<file path="config.mk">
export PLATFORM = sky130hd
export DESIGN_NAME = arb_burst_requester
export DESIGN_NICKNAME = d
export VERILOG_FILES = /design/src/rtl/arb_burst_requester.sv
export SDC_FILE = /design/constraint.sdc
export NUM_CORES = 1
export LEC_CHECK = 0
export ABC_CLOCK_PERIOD_IN_PS = 3000
export CORE_ASPECT_RATIO = 1.5
export CORE_MARGIN = 5
export CORE_UTILIZATION = 54
export DETAILED_ROUTE_END_ITERATION = 10
export PLACE_DENSITY_LB_ADDON = 0.25
export SETUP_SLACK_MARGIN = 0.5
export SLEW_MARGIN = 20
export SYNTH_ARGS = -nofsm -noshare
export SYNTH_HDL_FRONTEND = slang
export SYNTH_SLANG_ARGS = --single-unit
</file>
<file path="constraint.sdc">
create_clock -name clk -period 3 [get_ports clk]
set_clock_uncertainty 0.1 [all_clocks]
set_input_delay 0.6 -clock clk [delete_from_list [all_inputs] [get_ports clk]]
set_output_delay 0.6 -clock clk [all_outputs]
set_load 0.01 [all_outputs]
</file>
<file path="src/rtl/arb_burst_requester.sv">
// Per-port burst front end for the 3-way arbiter: queues burst commands, drives req and counts
// granted beats. Define ARB_REQ_TIMEOUT_EN to build the starvation counter behind `starve`.
module arb_burst_requester #(
    parameter int unsigned DEPTH   = 4,
    parameter int unsigned LEN_W   = 4,
    parameter int unsigned TIMEOUT = 15
) (
    input  logic                       clk,
    input  logic                       rst_b,
    input  logic                       cmd_valid,
    output logic                       cmd_ready,
    input  logic [LEN_W-1:0]           cmd_len,
    output logic                       req,
    input  logic                       gnt,
    output logic                       beat,
    output logic [LEN_W-1:0]           beat_idx,
    output logic                       done,
    output logic                       busy,
    output logic [$clog2(DEPTH+1)-1:0] level,
    output logic                       starve
);

    localparam int unsigned PtrW = $clog2(DEPTH);
    localparam int unsigned LvlW = $clog2(DEPTH + 1);
    localparam logic [LvlW-1:0] FullLvl = LvlW'(DEPTH);
    localparam logic [LEN_W:0] RemOne = (LEN_W + 1)'(1);

    if (DEPTH < 2 || (DEPTH & (DEPTH - 1)) != 0 || LEN_W < 1 || TIMEOUT < 1) begin : g_param_check
        $error("arb_burst_requester: DEPTH must be a power of two >= 2, LEN_W and TIMEOUT >= 1");
    end

    typedef enum logic [1:0] {StIdle, StActive, StDrain} state_e;

    state_e state_q, state_d;

    logic [LEN_W-1:0] mem [DEPTH];
    logic [PtrW-1:0]  wr_ptr_q, rd_ptr_q;
    logic [LvlW-1:0]  level_q;
    logic [LEN_W:0]   rem_q, rem_d;
    logic [LEN_W-1:0] idx_q, idx_d;
    logic [LEN_W-1:0] head;
    logic             push, pop;

    assign push = cmd_valid && cmd_ready;
    // Only IDLE and DRAIN load a new burst; the head is always a registered entry.
    assign pop  = (state_q != StActive) && (level_q != '0);
    assign head = mem[rd_ptr_q];

    // Command FIFO
    always_ff @(posedge clk) begin
        if (push) begin
            mem[wr_ptr_q] <= cmd_len;
        end
    end

    always_ff @(posedge clk or negedge rst_b) begin
        if (!rst_b) begin
            wr_ptr_q <= '0;
            rd_ptr_q <= '0;
            level_q  <= '0;
        end else begin
            if (push) begin
                wr_ptr_q <= wr_ptr_q + PtrW'(1);
            end
            if (pop) begin
                rd_ptr_q <= rd_ptr_q + PtrW'(1);
            end
            if (push && !pop) begin
                level_q <= level_q + LvlW'(1);
            end else if (!push && pop) begin
                level_q <= level_q - LvlW'(1);
            end
        end
    end

    // FSM: state register
    always_ff @(posedge clk or negedge rst_b) begin
        if (!rst_b) begin
            state_q <= StIdle;
        end else begin
            state_q <= state_d;
        end
    end

    // FSM: next state
    always_comb begin
        state_d = state_q;
        case (state_q)
            StIdle: begin
                if (pop) begin
                    state_d = StActive;
                end
            end
            StActive: begin
                if (gnt && (rem_q == RemOne)) begin
                    state_d = StDrain;
                end
            end
            StDrain: begin
                state_d = pop ? StActive : StIdle;
            end
            default: state_d = StIdle;
        endcase
    end

    // FSM: outputs decoded from state
    always_comb begin
        req       = 1'b0;
        done      = 1'b0;
        case (state_q)
            StActive: req  = 1'b1;
            StDrain:  done = 1'b1;
            default:  ;
        endcase
        // A late grant while req is low never counts as a beat.
        beat      = req && gnt;
        beat_idx  = idx_q;
        busy      = (state_q != StIdle) || (level_q != '0);
        level     = level_q;
        cmd_ready = (level_q != FullLvl);
    end

    // Beat bookkeeping
    always_comb begin
        rem_d = rem_q;
        idx_d = idx_q;
        if (pop) begin
            rem_d = {1'b0, head} + RemOne;
            idx_d = '0;
        end else if (beat) begin
            rem_d = rem_q - RemOne;
            // Hold the index on the final beat so a full-length burst does not wrap it.
            if (rem_q != RemOne) begin
                idx_d = idx_q + LEN_W'(1);
            end
        end
    end

    always_ff @(posedge clk or negedge rst_b) begin
        if (!rst_b) begin
            rem_q <= '0;
            idx_q <= '0;
        end else begin
            rem_q <= rem_d;
            idx_q <= idx_d;
        end
    end

`ifdef ARB_REQ_TIMEOUT_EN
    localparam int unsigned CntW = $clog2(TIMEOUT + 1);
    localparam logic [CntW-1:0] CntMax   = '1;
    localparam logic [CntW-1:0] CntLimit = CntW'(TIMEOUT);

    logic [CntW-1:0] wait_cnt_q, wait_cnt_d;

    // Counts consecutive ungranted ACTIVE cycles; any beat or leaving ACTIVE clears it.
    always_comb begin
        wait_cnt_d = '0;
        if ((state_q == StActive) && !gnt) begin
            wait_cnt_d = (wait_cnt_q == CntMax) ? wait_cnt_q : wait_cnt_q + CntW'(1);
        end
    end

    always_ff @(posedge clk or negedge rst_b) begin
        if (!rst_b) begin
            wait_cnt_q <= '0;
        end else begin
            wait_cnt_q <= wait_cnt_d;
        end
    end

    assign starve = (wait_cnt_q >= CntLimit);
`else
    assign starve = 1'b0;
`endif

endmodule
</file>
==> Yosys cells after proc, flatten, opt, wreduce, memory -nomap -nowiden <==
Memories as Yosys holds them, arrays and structs flattened.
Cells that the tools add are included.
{ "word_totals": {"register_bits": 18, "mem_bits_rw": 16, "in_bits": 8, "output_inout_bits": 13, "wordCells": 54, "n_memories": 1} }
{ "mem_list": {"columns": ["memory", "words", "word_bits", "read_ports", "rd_clocked_by_memory_dff", "write_ports", "line", "source"], "rows": [
  ["mem", 4, 4, 1, 0, 1, "36", "logic [LEN_W-1:0] mem [DEPTH];"]
]} }
{ "op_classes": {"add_sub_neg": 7, "n_eq_ne": 8, "muxes": 15, "n_reduce_logical": 17} }
{ "op_table": {"columns": ["operator", "n"], "rows": [
  ["two-way mux 4 bit", 3],
  ["two-way mux 5 bit", 2],
  ["nonzero test 2 bit", 4],
  ["logical AND 1 bit", 6],
  ["two-way mux 3 bit", 2],
  ["one-hot mux 2 bit (3 select lines)", 1],
  ["adder 4 x 1 -> 5 bit (second input constant)", 1],
  ["== test 5 x 1 -> 1 bit (second input constant)", 1],
  ["two-way mux 1 bit", 5],
  ["!= test 5 x 1 -> 1 bit (second input constant)", 1],
  ["subtractor 5 x 1 -> 5 bit (second input constant)", 1],
  ["adder 2 x 1 -> 2 bit (second input constant)", 2],
  ["adder 4 x 1 -> 4 bit (second input constant)", 1],
  ["two-way mux 2 bit", 2],
  ["!= test 2 bit (second input constant)", 2],
  ["AND reduction 2 bit", 2],
  ["adder 3 x 1 -> 3 bit (second input constant)", 1],
  ["!= test 3 bit (second input constant)", 1],
  ["nonzero test 3 bit", 1],
  ["subtractor 3 x 1 -> 3 bit (second input constant)", 1],
  ["== test 2 x 1 -> 1 bit (second input constant)", 1],
  ["== test 2 bit (second input constant)", 1],
  ["zero test 1 bit", 2],
  ["zero test 2 bit", 1],
  ["2 further kinds", 2]
]} }

==> Depth between registers and ports, before layout <==
Gate-level depths: netlist of the first run.
{ "depth": {"word_depth": 6, "mapped_depth": 11, "mapped_depth_nobuf": 10} }

==> Worst setup path after synthesis of the first run <==
No wires, ideal clock.
{ "synth_timing": {"kind": "reg-to-reg", "startpoint": "reg state_q[0]", "endpoint": "reg level_q[1] (netlist: level[1])", "t_arrival_ns": 1.989, "required_ns": 2.775, "path_slack_ns": 0.786, "path_stages_with_launch": 10, "synth_period_minus_slack_ns": 2.214, "cell_sequence": "dfrtp_1 > nand2b_1 > inv_1 > nor2_2 > buf_2 > inv_1 > ha_1 > inv_1 > fa_1 > mux2_2"} }
{ "synth_via": {"elab_chain_len": 5, "elab_cells_between_ends": 7, "classes_between": "eq/ne (1); mux (1); reduce/logical (5)"} }
{ "synth_lines": {"columns": ["element", "line", "source"], "rows": [
  ["start, declared", "34", "state_e state_q, state_d;"],
  ["start signal, assigned", "79", "state_q <= StIdle;"],
  ["start signal, assigned", "81", "state_q <= state_d;"],
  ["!= test 2 x 1 -> 1 bit (*)", "46", "assign pop = (state_q != StActive) && (level_q != '0);"],
  ["logical AND 1 bit (*)", "46", null],
  ["zero test 1 bit", "68", "if (push && !pop) begin"],
  ["logical AND 1 bit", "68", null],
  ["two-way mux 3 bit / nonzero test 2 bit (equally long branches)", null, null],
  ["end signal, assigned", "69", "level_q <= level_q + LvlW'(1);"],
  ["end signal, assigned", "71", "level_q <= level_q - LvlW'(1);"],
  ["end, declared", "38", "logic [LvlW-1:0] level_q;"]
]} }
Mark *: on every way between the ends. The rest lies on a longest branch, timed or not.
A chain may end at the register's enable or synchronous reset.

==> Worst setup path after layout of the first run <==
{ "layout_timing": {"startpoint": "reg level_q[0] (netlist: level[0])", "endpoint": "out busy"} }
{ "layout_via": {"elab_chain_len": 2} }
{ "layout_lines": {"columns": ["element", "line", "source"], "rows": [
  ["nonzero test 3 bit", "118", "busy = (state_q != StIdle) || (level_q != '0);"],
  ["logical OR 1 bit", "118", null],
  ["end, declared", "18", "output logic busy,"]
]} }
Every way passes these cells.

==> metrics.yaml, run 1 <==
placement:
  gp_congestion: 0.778
  portBuffers: 19
  hpwl_um: 2270
setup_path:
  cp-end-kind: "output port"
  critPathCapture: "busy"
  crit_buf_inv: 1
  rr_worst_depth: 8
  required_ns: 2.30
  ff2ff_setup_slack_ns: 0.74
  r2r-end: "level[1]"
  path_depth: 3
  cpMaxStageDelayCell: "dfrtp_2"
  path_cells: "or3_4, or3_1, dlygate4sd2_1"
  startpoint_type: "flop"
  arrival_ns: 1.72
  path_class: "reg -> out"
  cp_top_family: "simple AND/OR/NAND/NOR gates"
  critPathMaxFanout: 6
  r2r-start: "level[1]"
  setup.worst_path.start: "level[0]"
  slowest_delay_ns: 0.46
clock_network:
  clock_sinks: 34
  cts_buffers: 5
  clkLatencyLatePin_ns: 0.28
  cts_root_buf: "clkbuf_8"
  path_clk_slew_ns: 0.07
  cts_tree: "done"
  cts_hold_buf: 0
  h-tree-depth: 2
  clockBufferDepth: 2
power:
  ir_drop_mv: 0.685
  powerDensity_nw_per_um2: 1070
  p_leak_nw: 0.824
sta:
  finalSetupViolations: 0
  tightest_slew_ns: 0.821
  tns_ns: 0
  finalHoldViolations: 0
  slew_headroom_pct: 45.1
  fin_crit_ns: 2.42
  maxSlewViolCount: 0
  rsz0062_at_grt: "false"
  fin_crit_sh_pct: 80.7
  worst_hold_slack_ns: 0.447
  max_clock_freq_ghz: 0.413
synthesis:
  synth_area_um2: 1650
  synth_seq_area_share_pct: 56.5
  avgSynthCellArea_um2: 13.0
  yosysWarnings: 0
  yosysUniqueCellTypes: 36
  synthSimpleGateAreaFrac_pct: 13.2
  synth_top_family_by_area: "simple AND/OR/NAND/NOR gates"
  synthCells: 127
  ys_ff_latch: 34
  synthAdderAreaFrac_pct: 8.05
  syn-num-nets: 145
  synth_xor_area_share_pct: 6.91
  muxShareOfSynthArea_pct: 7.52
  synth_compound_gate_area_share_pct: 4.26
floorplan:
  io_pins: 21
  start_util_pct: 56.5
  die_y_um: 77.6
  die_w_um: 55.1
  dieArea_um2: 4280
  core-area_um2: 2910
  floorplan.rows: 24
route:
  ant_nets: 0
  via_per_inst: 5.33
  wl_um: 2940
  vias: 1024
  drc: 0
  drtIter0Drc: 25
  first_pass_iters: 4
  routedWlPerCell_um: 15.3
final_layout:
  fin_nets: 170
  n_antenna_cell: 0
  drive_gt1_share_pct: 16.3
  area_growth_pct: 23.3
grt:
  gr-total-overflow: 0
  grt_pass1_vias: 1096
  antenna_found_initial: 0
  track_usage_pct: 16.7
  grt_start_max_net_pins: 19
  grt_pass1_wl_um: 5140
run:
  maxCapViolCount: 0
run_status:
  outcome: "finished clean"
hold_path:
  hold_class: "reg -> reg"
-- sequential cells by signal (all words and copies together), names as in the netlist --
register and count:
beat_idx 4, level 3, mem 16, rd_ptr_q 2, rem_q 5, state_q 2
wr_ptr_q 2
-- worst min path at each step --
stage                start     endpoint  depth (start not counted)
5_1_grt        beat_idx[3]  beat_idx[3]                          2
4_1_cts        beat_idx[3]  beat_idx[3]                          2
6_report       beat_idx[3]  beat_idx[3]                          2
2_1_floorplan        rst_b  beat_idx[0]                          0
3_3_place_gp      level[2]     level[2]                          1
3_5_place_dp   beat_idx[3]  beat_idx[3]                          2
-- cells in the mapped netlist --
cell type,n,area share [%]
edfxtp_1,16,29
nor2b_1,1,0.38
xnor2_1,6,3.2
nand2_1,7,1.6
buf_4,1,0.46
a21oi_1,6,1.8
nand3_1,3,0.91
conb_1,1,0.23
or3_1,2,0.76
mux2_2,3,2.1
nor4b_2,1,0.91
and3_1,5,1.9
o31a_1,1,0.53
fa_1,1,1.2
o31ai_1,1,0.46
ha_1,9,6.8
nand3_2,1,0.61
dfrtp_1,18,27
o21ai_1,1,0.30
nand3b_2,1,0.68
or4b_1,1,0.61
nor2_2,1,0.38
buf_2,1,0.30
nor3b_1,1,0.46
buf_6,1,0.68
and2_0,1,0.38
nor2_1,10,2.3
inv_1,7,1.6
mux4_2,4,5.5
inv_2,1,0.23
o21ai_0,2,0.61
xor2_1,7,3.7
nor3_1,2,0.61
o32ai_1,1,0.53
nor4_1,1,0.38
nand2b_1,1,0.38
-- metal layers --
metal | vias to the layer above | GRT usage (%) | part of all wire (%)
met5 | - | 0 | 0
met2 | 16 | 27.7 | 57
met1 | 509 | 19.3 | 38
met4 | 0 | 8.76 | 0.95
li1 | 497 | - | -
met3 | 2 | 3.64 | 3.8
-- power by group --
| part | switching, mW | leakage (nW) | internal, mW |
|---|---|---|---|
| sequential | 0.159 | 0.363 | 0.656 |
| combinational | 0.421 | 0.392 | 0.443 |
| clock | 0.166 | 0.0683 | 0.333 |
| total | 0.746 | 0.824 | 1.43 |
-- logic make-up (layout without fill, tap and decap cells) --
kind of cell	Yosys count	after routing
XOR/XNOR	13	13
AO/OA/AOI/OAI	12	12
buffers and inverters	11	37
AND/OR/NAND/NOR	39	39
multiplexers	7	7
flip-flops	34	34
other	1	1
adder cells (fa/ha/maj)	10	10
-- per-stage QoR --
stage	instances	worst slack (ns)	utilization [%]	power [mW]	area, um^2
floorplan	127	0.786	-	1.38	1650
global placement	183	0.364	64.2	1.61	1870
detailed placement	183	0.325	64.2	1.67	1870
CTS	191	0.549	69.5	2.19	2020
global route	192	0.512	69.7	2.34	2030
finish	192	0.579	69.7	2.18	2030
-- cell type report --
type,count,area [um^2]
Sequential cell,34,933
Fill cell,230,882
Multi-Input combinational cell,82,676
Timing Repair Buffer,21,203
Clock buffer,5,68.8
Clock inverter,3,68.8
Tap cell,39,48.8
Inverter,8,32.5
-- repair_timing --
action | 4_1_cts | 5_1_grt
cloned | 0 | 0
resized for setup | 7 | 0
endpoints found under the setup margin | 2 | 1
setup buffers | 0 | 1
-- worst min-delay path, stage by stage (launching register included) --
cell,delay (ns)
dfrtp_1,0.36
xnor2_1,0.12
nor2_1,0.04
-- layout by cell type (no fill, tap or decap), drive strengths merged, types with 2 or more instances in the layout --
| master | netlist | routed |
|---|---|---|
| nor3 | 2 | 2 |
| ha | 9 | 9 |
| dfrtp | 18 | 18 |
| nor2 | 11 | 11 |
| or3 | 2 | 2 |
| nand3 | 4 | 4 |
| xor2 | 7 | 7 |
| clkbuf | 0 | 5 |
| xnor2 | 6 | 6 |
| and3 | 5 | 5 |
| edfxtp | 16 | 16 |
| inv | 8 | 8 |
| nand2 | 7 | 7 |
| clkdlybuf4s50 | 0 | 17 |
| dlygate4sd2 | 0 | 2 |
| bufinv | 0 | 2 |
| buf | 3 | 2 |
| mux2 | 3 | 3 |
| mux4 | 4 | 4 |
| o21ai | 3 | 3 |
| a21oi | 6 | 6 |
Power figures use the tool's default switching activity.
==> run 2: changes to the inputs <==
--- a/config.mk
+++ b/config.mk
@@ -5,10 +5,10 @@
 export SDC_FILE = /design/constraint.sdc
 export NUM_CORES = 1
 export LEC_CHECK = 0
-export ABC_CLOCK_PERIOD_IN_PS = 3000
+export ABC_CLOCK_PERIOD_IN_PS = 2200
 export CORE_ASPECT_RATIO = 1.5
 export CORE_MARGIN = 5
-export CORE_UTILIZATION = 54
+export CORE_UTILIZATION = 49
 export DETAILED_ROUTE_END_ITERATION = 10
 export PLACE_DENSITY_LB_ADDON = 0.25
 export SETUP_SLACK_MARGIN = 0.5
==> constraint.sdc (replaced) <==
create_clock -name clk -period 2.2 [get_ports clk]
set_clock_uncertainty 0.1 [all_clocks]
set_input_delay 0.44 -clock clk [delete_from_list [all_inputs] [get_ports clk]]
set_output_delay 0.44 -clock clk [all_outputs]
set_load 0.01 [all_outputs]
==> metrics.yaml, run 2 (synthesized netlist as in run 1, its figures left out) <==
run_status:
  outcome: "finished clean"
power:
  p_comb_share_pct: 47.6
  switching_share_pct: 36.0
  ir_drop_mv: 0.965
  powerDensity_nw_per_um2: 1420
  p_int_mw: 2.03
  p_seq_share_pct: 34.7
  p_leak_nw: 0.931
  power_switching_mw: 1.14
  clkPwrFrac_pct: 17.6
route:
  drc: 0
  first_pass_iters: 4
  routedWlPerCell_um: 15.4
  vias: 1113
  drtIter0Drc: 22
  wl_um: 3220
  via_per_inst: 5.33
  ant_nets: 0
hold_path:
  hold_class: "in -> async"
final_layout:
  n_antenna_cell: 0
  layout.cells.most_common: "edfxtp_1"
  utilization_pct: 69.9
  final_cell_mix: "edfxtp_1 (16), buf_4 (14), dfrtp_1 (13)"
  area_growth_pct: 35.5
  design_area_um2: 2230
  regMostFlops: "mem"
  drive_gt1_share_pct: 39.6
  fin_cells: 209
  largest_reg_flops: 16
  fill_cells: 240
  fin_nets: 186
clock_network:
  cts_buffers: 5
  cts_hold_buf: 0
  clockBufferDepth: 2
  clkLatencyLatePin_ns: 0.28
  cts_root_buf: "clkbuf_8"
  path_clk_slew_ns: 0.07
  clock_sinks: 34
  cts_tree: "done"
  h-tree-depth: 2
grt:
  gr-total-overflow: 0
  grt_pass1_wl_um: 5460
  antenna_found_initial: 0
  grt_start_max_net_pins: 19
  grt_pass1_vias: 1176
  track_usage_pct: 15.9
floorplan:
  start_util_pct: 51.6
  io_pins: 21
  core-area_um2: 3190
  die_w_um: 57.3
  dieArea_um2: 4640
  floorplan.rows: 25
  die_y_um: 81.0
sta:
  finalHoldViolations: 0
  fin_crit_sh_pct: 94.2
  finalSetupViolations: 0
  rsz0062_at_grt: "true"
  fin_crit_ns: 2.07
  max_clock_freq_ghz: 0.482
  maxSlewViolCount: 0
setup_path:
  setup.worst_path.start: "level[1]"
  critPathMaxFanout: 2
  required_ns: 1.66
  arrival_ns: 1.53
  r2r-end: "level[2]"
  startpoint_type: "flop"
  r2r-start: "level[2]"
  cp-end-kind: "output port"
  ff2ff_setup_slack_ns: 0.18
  rr_worst_depth: 10
  path_class: "reg -> out"
placement:
  portBuffers: 19
  gp_congestion: 0.747
  placed_area_um2: 1980
  dp_cells: 194
  hpwl_um: 2270
run:
  maxCapViolCount: 0
## run 2: cell count changes in the layout (fill, tap and decap cells not counted), moves of 3 or more
cell,delta
buf_4,+12
clkdlybuf4s50_1,-11
buf_6,+7
dlygate4sd2_1,+5
inv_1,-4
inv_2,+4
dfrtp_1,-3
dfrtp_2,+3
ha_1,-3
## run 2: critical path, cell delays in order, from the launching register on
cell and delay (ns):
dfrtp_2 0.40, or3_4 0.39, or3_4 0.34, buf_6 0.13
## run 2: power groups by stage
stage | logic [mW] | clock network (mW) | registers (mW)
after floorplan | 0.867 | 0 | 1.10
after global placement | 1.29 | 0 | 1.08
after detailed placement | 1.33 | 0 | 1.09
after CTS | 1.41 | 0.566 | 1.08
after global routing | 1.67 | 0.603 | 1.14
final | 1.51 | 0.558 | 1.10
## run 2: final cells by class
type	count	area, um^2	share of cell area (%)
Clock buffer	5	68.8	3.08
Clock inverter	3	40.0	1.79
Inverter	8	32.5	1.46
Multi-Input combinational cell	82	777	34.8
Sequential cell	34	937	42.0
Tap cell	40	50.0	2.24
Timing Repair Buffer	37	325	14.6
## run 2: stage by stage
stage	TNS (ns)	hold WS, ns	total power, mW	setup WS (ns)
floorplan	0	0.0444	1.97	0.173
finish	0	0.386	3.17	0.127
global route	0	0.427	3.41	0.0640
global placement	0	0.434	2.37	0.0351
detailed placement	-0.0324	0.446	2.42	-0.0324
CTS	0	0.392	3.05	0.117
## run 2: worst max path at each step
stage,to,slack [ns],cells after the start
floorplan,level[1],0.17,9
global placement,level[2],0.04,8
detailed placement,level[2],-0.03,8
CTS,busy,0.12,3
global route,level[2],0.06,10
finish,busy,0.13,3
## run 2: what timing repair did
item / 4_1_cts / 5_1_grt
setup endpoints to repair: 18 / 17
gates resized for setup: 31 / 24
cloned: 0 / 0
buffers inserted: 4 / 3
pin swaps: 3 / 4
## run 2: routing by layer
metal / wire (um) / global-route usage [%]
met1: 1210 / 15.6
met2: 1840 / 29.7
met3: 100 / 4.93
met4: 70 / 7.89
met5: 0 / 0
==> run 3: changes to the inputs <==
--- a/config.mk
+++ b/config.mk
@@ -10,9 +10,11 @@
 export CORE_MARGIN = 5
 export CORE_UTILIZATION = 49
 export DETAILED_ROUTE_END_ITERATION = 10
+export GPL_ROUTABILITY_DRIVEN = 0
 export PLACE_DENSITY_LB_ADDON = 0.25
 export SETUP_SLACK_MARGIN = 0.5
 export SLEW_MARGIN = 20
 export SYNTH_ARGS = -nofsm -noshare
 export SYNTH_HDL_FRONTEND = slang
 export SYNTH_SLANG_ARGS = --single-unit
+export TNS_END_PERCENT = 100
==> results of run 3 <==
Final layout, timing and power as in run 2 (identical DEF).
